## config.mk

```make
export PLATFORM = sky130hd
export DESIGN_NAME = id_ex_stage
export DESIGN_NICKNAME = d
export VERILOG_FILES = /design/src/rtl/id_ex_stage.sv
export SDC_FILE = /design/constraint.sdc
export NUM_CORES = 1
export LEC_CHECK = 0
export BUFFER_PORTS_ARGS = -buffer_cell sky130_fd_sc_hd__buf_2
export CELL_PAD_IN_SITES_DETAIL_PLACEMENT = 0
export CELL_PAD_IN_SITES_GLOBAL_PLACEMENT = 1
export CORE_ASPECT_RATIO = 1.2
export CORE_MARGIN = 2
export CORE_UTILIZATION = 36
export DETAILED_ROUTE_END_ITERATION = 12
export MAX_ROUTING_LAYER = met4
export PLACE_DENSITY_LB_ADDON = 0.1
export SLEW_MARGIN = 0
export SYNTH_ARGS = -nofsm -noshare
export SYNTH_HDL_FRONTEND = slang
export SYNTH_SLANG_ARGS = --single-unit
```

## constraint.sdc

```tcl
create_clock -name clk -period 4.75 [get_ports clk]
set_input_delay 0.95 -clock clk [delete_from_list [all_inputs] [get_ports clk]]
set_output_delay 0.95 -clock clk [all_outputs]
set_load 0.02 [all_outputs]
```

## src/rtl/id_ex_stage.sv

```systemverilog
// id_ex_stage: decode stage plus ID/EX pipeline register of a MIPS-like pipeline.
//
// Ports
//   clk, rst                  clock, synchronous active-high reset
//   ifid_valid, ifid_instr    instruction currently held in the IF/ID register
//   rs_addr, rt_addr          register-file read addresses (combinational)
//   rf_data1, rf_data2        register-file read data for rs_addr / rt_addr
//   wb_write/wb_addr/wb_data  write-back port, used for same-cycle bypass
//   flush                     taken branch/jump in EX: kill the decode slot
//   ex_hold                   EX busy: ID/EX contents must not advance
//   stall                     hold PC and IF/ID this cycle (combinational)
//   ex_*                      registered EX-stage controls, fields and operands
//   stall_count               saturating count of cycles with stall=1
//
// Flow control: the decode slot advances into ID/EX on a posedge only when
// stall=0 and flush=0. stall=1 means the upstream stage must present the same
// instruction again next cycle. flush wins over everything except reset and
// forces stall low, because the decode slot is being discarded anyway.
module id_ex_stage #(
    parameter int CNT_W = 16
) (
    input  logic             clk,
    input  logic             rst,
    input  logic             ifid_valid,
    input  logic [31:0]      ifid_instr,
    output logic [4:0]       rs_addr,
    output logic [4:0]       rt_addr,
    input  logic [31:0]      rf_data1,
    input  logic [31:0]      rf_data2,
    input  logic             wb_write,
    input  logic [4:0]       wb_addr,
    input  logic [31:0]      wb_data,
    input  logic             flush,
    input  logic             ex_hold,
    output logic             stall,
    output logic             ex_valid,
    output logic             ex_mem_read,
    output logic             ex_reg_write,
    output logic [5:0]       ex_opcode,
    output logic [5:0]       ex_funct,
    output logic [4:0]       ex_rs,
    output logic [4:0]       ex_rt,
    output logic [4:0]       ex_rd,
    output logic [31:0]      ex_a,
    output logic [31:0]      ex_b,
    output logic [31:0]      ex_imm,
    output logic [CNT_W-1:0] stall_count
);

    localparam logic [5:0] OP_RTYPE = 6'b000000;
    localparam logic [5:0] OP_LW    = 6'b100011;
    localparam logic [5:0] OP_ADDI  = 6'b001000;

    logic [5:0]  dec_opcode;
    logic [5:0]  dec_funct;
    logic [4:0]  dec_rd;
    logic [31:0] dec_imm;
    logic        dec_mem_read;
    logic        dec_reg_write;
    logic [31:0] dec_a;
    logic [31:0] dec_b;
    logic        hazard;

    assign dec_opcode = ifid_instr[31:26];
    assign dec_funct  = ifid_instr[5:0];
    assign rs_addr    = ifid_instr[25:21];
    assign rt_addr    = ifid_instr[20:16];
    assign dec_imm    = {{16{ifid_instr[15]}}, ifid_instr[15:0]};
    assign dec_rd     = (dec_opcode == OP_RTYPE) ? ifid_instr[15:11] : ifid_instr[20:16];

    always_comb begin
        dec_mem_read  = 1'b0;
        dec_reg_write = 1'b0;
        case (dec_opcode)
            OP_LW: begin
                dec_mem_read  = 1'b1;
                dec_reg_write = 1'b1;
            end
            OP_RTYPE, OP_ADDI: dec_reg_write = 1'b1;
            default: ;
        endcase
    end

    // The register file is read and written in the same cycle; the bypass
    // returns the value being written so decode never sees a stale operand.
    // Register 0 is hard-wired to zero and is never bypassed.
    always_comb begin
        dec_a = rf_data1;
        if (rs_addr == 5'd0)
            dec_a = 32'd0;
        else if (wb_write && (wb_addr == rs_addr))
            dec_a = wb_data;
    end

    always_comb begin
        dec_b = rf_data2;
        if (rt_addr == 5'd0)
            dec_b = 32'd0;
        else if (wb_write && (wb_addr == rt_addr))
            dec_b = wb_data;
    end

    // Load-use: a load in EX produces its result too late for the dependent
    // instruction in decode, so one bubble is inserted.
    assign hazard = ex_valid && ex_mem_read && (ex_rt != 5'd0) && ifid_valid &&
                    ((ex_rt == rs_addr) || (ex_rt == rt_addr));

    assign stall = !flush && (ex_hold || hazard);

    always_ff @(posedge clk) begin
        if (rst) begin
            ex_valid     <= 1'b0;
            ex_mem_read  <= 1'b0;
            ex_reg_write <= 1'b0;
            ex_opcode    <= '0;
            ex_funct     <= '0;
            ex_rs        <= '0;
            ex_rt        <= '0;
            ex_rd        <= '0;
            ex_a         <= '0;
            ex_b         <= '0;
            ex_imm       <= '0;
        end else if (flush) begin
            ex_valid     <= 1'b0;
            ex_mem_read  <= 1'b0;
            ex_reg_write <= 1'b0;
        end else if (ex_hold) begin
            // Everything held, operands included: no bypass refresh.
        end else if (hazard) begin
            ex_valid     <= 1'b0;
            ex_mem_read  <= 1'b0;
            ex_reg_write <= 1'b0;
        end else begin
            ex_valid     <= ifid_valid;
            ex_mem_read  <= ifid_valid && dec_mem_read;
            ex_reg_write <= ifid_valid && dec_reg_write;
            ex_opcode    <= dec_opcode;
            ex_funct     <= dec_funct;
            ex_rs        <= rs_addr;
            ex_rt        <= rt_addr;
            ex_rd        <= dec_rd;
            ex_a         <= dec_a;
            ex_b         <= dec_b;
            ex_imm       <= dec_imm;
        end
    end

    always_ff @(posedge clk) begin
        if (rst)
            stall_count <= '0;
        else if (stall && (stall_count != '1))
            stall_count <= stall_count + CNT_W'(1);
    end

endmodule

```

Yosys cells after proc, flatten, opt, wreduce, memory -nomap -nowiden
Cells that the tools add are included.
- register bits after elaboration: 126
- input bits: 139
- word-level logic and storage cells: 53
- $add $sub $neg: 1
- eq/ne operators: 7
- muxes and demuxes: 10
- bitwise logic cells: 3
- reductions and logical operators: 20
- operators with widths (cell ; count):
    $mux W32 ; 4
    $eq A5 B5 Y1 ; 4
    $add A16 B1 Y16 const B ; 1
    $ne A16 B16 Y1 const B ; 1
    $logic_and A1 B1 Y1 ; 10
    $logic_not A5 Y1 ; 2
    $eq A6 B4 Y1 const B ; 1
    $eq A6 B6 Y1 const B ; 1
    $logic_not A6 Y1 ; 1
    $mux W1 ; 5
    $mux W5 ; 1
    $reduce_bool A5 Y1 ; 1
    $not A1 Y1 ; 3
    $reduce_and A3 Y1 ; 1
    $reduce_or A3 Y1 ; 1
    $logic_or A1 B1 Y1 ; 2
    $reduce_or A2 Y1 ; 1
    $logic_not A1 Y1 ; 1

Depth between registers and ports, before layout
- depth after elaboration: 7
- depth in mapped cells: 8

Worst setup path before layout
No wires, ideal clock.
- path kind: in2out
- from: input ifid_instr[24]
- to: output stall
- arrival: 2.008 ns
- path slack: 1.792 ns
- cell stages on the path: 6
- buffers on the path: 1
- cells stage by stage: xnor2_1 -> nand3_1 -> o22ai_2 -> a21oi_4 -> buf_6 -> nor2_1
- longest elaborated chain between the ends: 5
- ends and longest elaborated chain (element ; RTL line ; text):
    from (decl) ; 25 ; input logic [31:0] ifid_instr,
    $eq A5 B5 Y1 ; 106 ; ((ex_rt == rs_addr) || (ex_rt == rt_addr));
    $logic_or A1 B1 Y1 ; 106 ;
    $logic_and A1 B1 Y1 ; 105 ; assign hazard = ex_valid && ex_mem_read && (ex_rt != 5'd0) && ifid_valid &&
    $logic_or A1 B1 Y1 ; 108 ; assign stall = !flush && (ex_hold || hazard);
    $logic_and A1 B1 Y1 ; 108 ;
    to (decl) ; 35 ; output logic stall,
Every way passes these cells.

Worst setup path in the final report
- from: register ex_rt[0]
- to: output stall
- longest elaborated chain between the ends: 6
- ends and longest elaborated chain (element ; RTL line ; text):
    from (decl) ; 42 ; output logic [4:0] ex_rt,
    from (signal assigned) ; 140 ; ex_rt <= rt_addr;
    $reduce_bool A5 Y1 ; 105 ;
    $logic_and A1 B1 Y1 (2 in series) ; 105 ;
    $logic_and A1 B1 Y1 (*) ; 105 ;
    $logic_or A1 B1 Y1 (*) ; 108 ;
    $logic_and A1 B1 Y1 (*) ; 108 ;
Every way passes the cells marked *; elsewhere a longest branch is shown, timed or not.

==> impl_metrics.json <==
{
  "fin_ws_ns": 1.52,
  "h_tree_lvl_count": 4,
  "die-area_um2": 17600,
  "synth.yosys.warnings": 0,
  "grt_pass1_wl_um": 27700,
  "crit_path_start": "ex_rt[0]",
  "setup.worst_path.end": "stall",
  "detailed_place_hpwl_um": 13400,
  "syn-instance-count": 640,
  "netlist_area_um2": 5950,
  "viasPerCell": 5.05,
  "timing.final.crit_share": 0.681,
  "power_per_cell_area_nw_per_um2": 340,
  "use_met3": 0.0545,
  "area_growth_syn_to_layout_pct": 30.9,
  "final_max_slew_viol_count": 0,
  "synth_seq_area_share": 0.404,
  "fin_skew_ns": 0.00846,
  "die-width_um": 121,
  "yosysTopAreaCell": "sky130_fd_sc_hd__dfxtp_1",
  "cp-start-kind": "register",
  "core_area_um2": 16200,
  "insertion_delay_ns": 0.41,
  "grt_use_total": 0.208,
  "floorplan.initialDensity": 0.367,
  "worst_r2r_startpoint": "ex_rt[0]",
  "drt_drc_violations_left": 0,
  "critPathKind": "reg2out",
  "cap_violations": 0,
  "post-route-cell-area_um2": 7790,
  "yosys.cell_count.top_type": "sky130_fd_sc_hd__dfxtp_1",
  "placementRows": 51,
  "timing_hold_violations_final": 0,
  "final_hold_slack_ns": 0.451,
  "multi_input_area_um2": 3060,
  "netlist_top_cells_area": "sky130_fd_sc_hd__dfxtp_1, sky130_fd_sc_hd__mux2i_1, sky130_fd_sc_hd__nand3_1",
  "detailed_place.area_um2": 7260,
  "cts_inserted_buffers": 17,
  "reg2reg_slack_ns": 2.08,
  "rsz_0062_raised_after_global_routing": "no",
  "grt_start_max_net_pins": 146,
  "synth.avg_cell_area_um2": 9.30,
  "ff2ff_path_depth": 6,
  "postSynthNetCount": 780,
  "global_route.usage.met1": 0.230,
  "cts-root-to-sink-buffers": 2,
  "drtIter0Drc": 318,
  "antenna_found_initial": 0,
  "port-buffer-count": 291,
  "clk_pin_slew_worst_paths_ns": 0.05,
  "wl_per_cell_um": 16.7,
  "slew_limit_headroom": 0.317,
  "ir_drop_mv": 0.166,
  "tritoncts": "done",
  "grtUsageMet2": 0.359,
  "timing.hold.worst.class": "reg2reg",
  "first_global_vias": 5330,
  "finalWeightedCongestion": 0.844,
  "synth.top_cell.area_share": 0.404,
  "postSynth.topFlopCell": "sky130_fd_sc_hd__dfxtp_1",
  "finalSetupViolations": 0,
  "synth_seq_cells": 120,
  "wirelength_um": 18300,
  "worst-slew-pin-transition_ns": 1.02,
  "cts_hold_buf": 0,
  "ios": 292,
  "status": "finished clean",
  "drt_pre_antenna_iters": 5,
  "numClockSinks": 120,
  "grt_most_used_layer": "met2",
  "preCtsSetupSlack_ns": 1.55,
  "netlist-cell-type-count": 53,
  "vias": 5531,
  "diodes": 0,
  "critPathArrivalTime_ns": 2.28,
  "fp.dieH_um": 145,
  "final_net_count": 1014,
  "rr_endpoint": "ex_rd[0]",
  "grt_remaining_overflow": 0,
  "root_buffer": "sky130_fd_sc_hd__clkbuf_16",
  "fmax_mhz": 309,
  "postCtsSetupRepairBufs": 0,
  "timing.critical_path.to_type": "output pin",
  "route.antenna.remaining_nets": 0,
  "final.fill_count": 1651,
  "synth_async_sr_flop_share": 0,
  "p_leak_nw": 3.39,
  "path_max_fanout": 15,
  "layout-drive-gt1-share": 0.414,
  "number_of_flops_mapped_to_enable_cells_by_yosys": 0,
  "fin_crit_ns": 3.23,
  "cp_data_required_time_ns": 3.80,
  "synth_top_cells_by_count": "sky130_fd_sc_hd__dfxtp_1, sky130_fd_sc_hd__nand2_1, sky130_fd_sc_hd__nand3_1",
  "finalSetupTns_ns": 0,
  "area.sequential_um2": 2400,
  "ctsResizeCount": 0
}
-- metrics by stage --
step | power [mW] | cells | utilization
6_report | 2.65 | 1095 | 0.481
5_1_grt | 2.77 | 1095 | 0.481
4_1_cts | 2.69 | 1095 | 0.481
3_5_place_dp | 1.50 | 1067 | 0.448
3_3_place_gp | 1.49 | 1067 | 0.448
2_1_floorplan | 1.34 | 640 | -
-- worst min-delay path by stage --
stage | to | depth (start not counted) | from
2_1_floorplan | ex_imm[10] | 2 | ex_imm[10]
3_3_place_gp | ex_rs[1] | 2 | ex_rs[1]
3_5_place_dp | ex_rs[2] | 2 | ex_rs[2]
4_1_cts | ex_opcode[0] | 2 | ex_opcode[0]
5_1_grt | ex_imm[11] | 2 | ex_imm[11]
6_report | ex_opcode[0] | 2 | ex_opcode[0]
-- cells by family (layout without fill, tap and decap cells) --
group | after synthesis | after routing | synth area share
xor gates and xnor gates | 26 | 26 | 0.0383
DFF | 120 | 120 | 0.404
buffers and inverters | 86 | 329 | 0.0864
AOI/OAI and AO/OA | 136 | 136 | 0.190
muxes | 70 | 70 | 0.118
and+or+nand+nor | 201 | 201 | 0.162
adders and majority gates | 1 | 1 | 0.00210
-- sequential cells by signal (all words and copies together) (netlist names) --
| register | cells |
|---|---|
| ex_rt | 5 |
| ex_funct | 5 |
| ex_reg_write | 1 |
| ex_b | 32 |
| ex_a | 32 |
| ex_imm | 11 |
| stall_count | 16 |
| ex_valid | 1 |
| ex_opcode | 6 |
| ex_mem_read | 1 |
| ex_rd | 5 |
| ex_rs | 5 |
-- layout make-up --
class / count / area share
multi-input cells: 434 / 0.393
flip-flops and latches: 120 / 0.308
repair buffers: 297 / 0.194
clock buffers: 24 / 0.0631
well taps: 212 / 0.0340
clock inverters: 4 / 0.00578
inverters: 4 / 0.00193
-- critical path, stage by stage, from the launching register on --
cell	delay, ns
sky130_fd_sc_hd__dfxtp_1	0.37
sky130_fd_sc_hd__or4_4	0.58
sky130_fd_sc_hd__o2111a_2	0.32
sky130_fd_sc_hd__a21oi_4	0.38
sky130_fd_sc_hd__nor2_1	0.07
sky130_fd_sc_hd__buf_2	0.17
-- cell usage in the layout, fill, tap and decap left out, types with 2 or more instances in the layout --
cell,n
sky130_fd_sc_hd__clkbuf_8,4
sky130_fd_sc_hd__buf_4,5
sky130_fd_sc_hd__o21ai_0,4
sky130_fd_sc_hd__buf_2,291
sky130_fd_sc_hd__and3_1,2
sky130_fd_sc_hd__nand4_1,3
sky130_fd_sc_hd__clkbuf_1,3
sky130_fd_sc_hd__nor4_1,2
sky130_fd_sc_hd__clkbuf_16,17
sky130_fd_sc_hd__nor2_1,16
sky130_fd_sc_hd__o21ai_4,2
sky130_fd_sc_hd__inv_1,3
sky130_fd_sc_hd__dfxtp_1,120
sky130_fd_sc_hd__or3_1,4
sky130_fd_sc_hd__nand2_1,73
sky130_fd_sc_hd__nand4b_1,2
sky130_fd_sc_hd__o31ai_2,25
sky130_fd_sc_hd__o31ai_1,43
sky130_fd_sc_hd__clkinv_2,3
sky130_fd_sc_hd__xnor2_1,13
sky130_fd_sc_hd__and3_2,2
sky130_fd_sc_hd__a21oi_1,41
sky130_fd_sc_hd__nand3b_1,3
sky130_fd_sc_hd__a211oi_1,2
sky130_fd_sc_hd__mux2i_1,70
sky130_fd_sc_hd__xor2_1,13
sky130_fd_sc_hd__or4_1,7
sky130_fd_sc_hd__nand3_1,73
sky130_fd_sc_hd__nor3_1,7
sky130_fd_sc_hd__a211oi_2,3
-- routing by layer --
layer	wire, um	up-vias
met1	7240	2559
met2	9490	192
met5	0	-
li1	-	2758
met4	296	0
met3	1240	22
-- power breakdown --
part | switching [mW] | leakage (nW) | internal (mW) | total, mW
Clock | 0.419 | 0.268 | 0.759 | 1.18
Combinational | 0.250 | 2.15 | 0.144 | 0.395
Sequential | 0.0254 | 0.979 | 1.05 | 1.08
(Power assumes the default switching activity.)
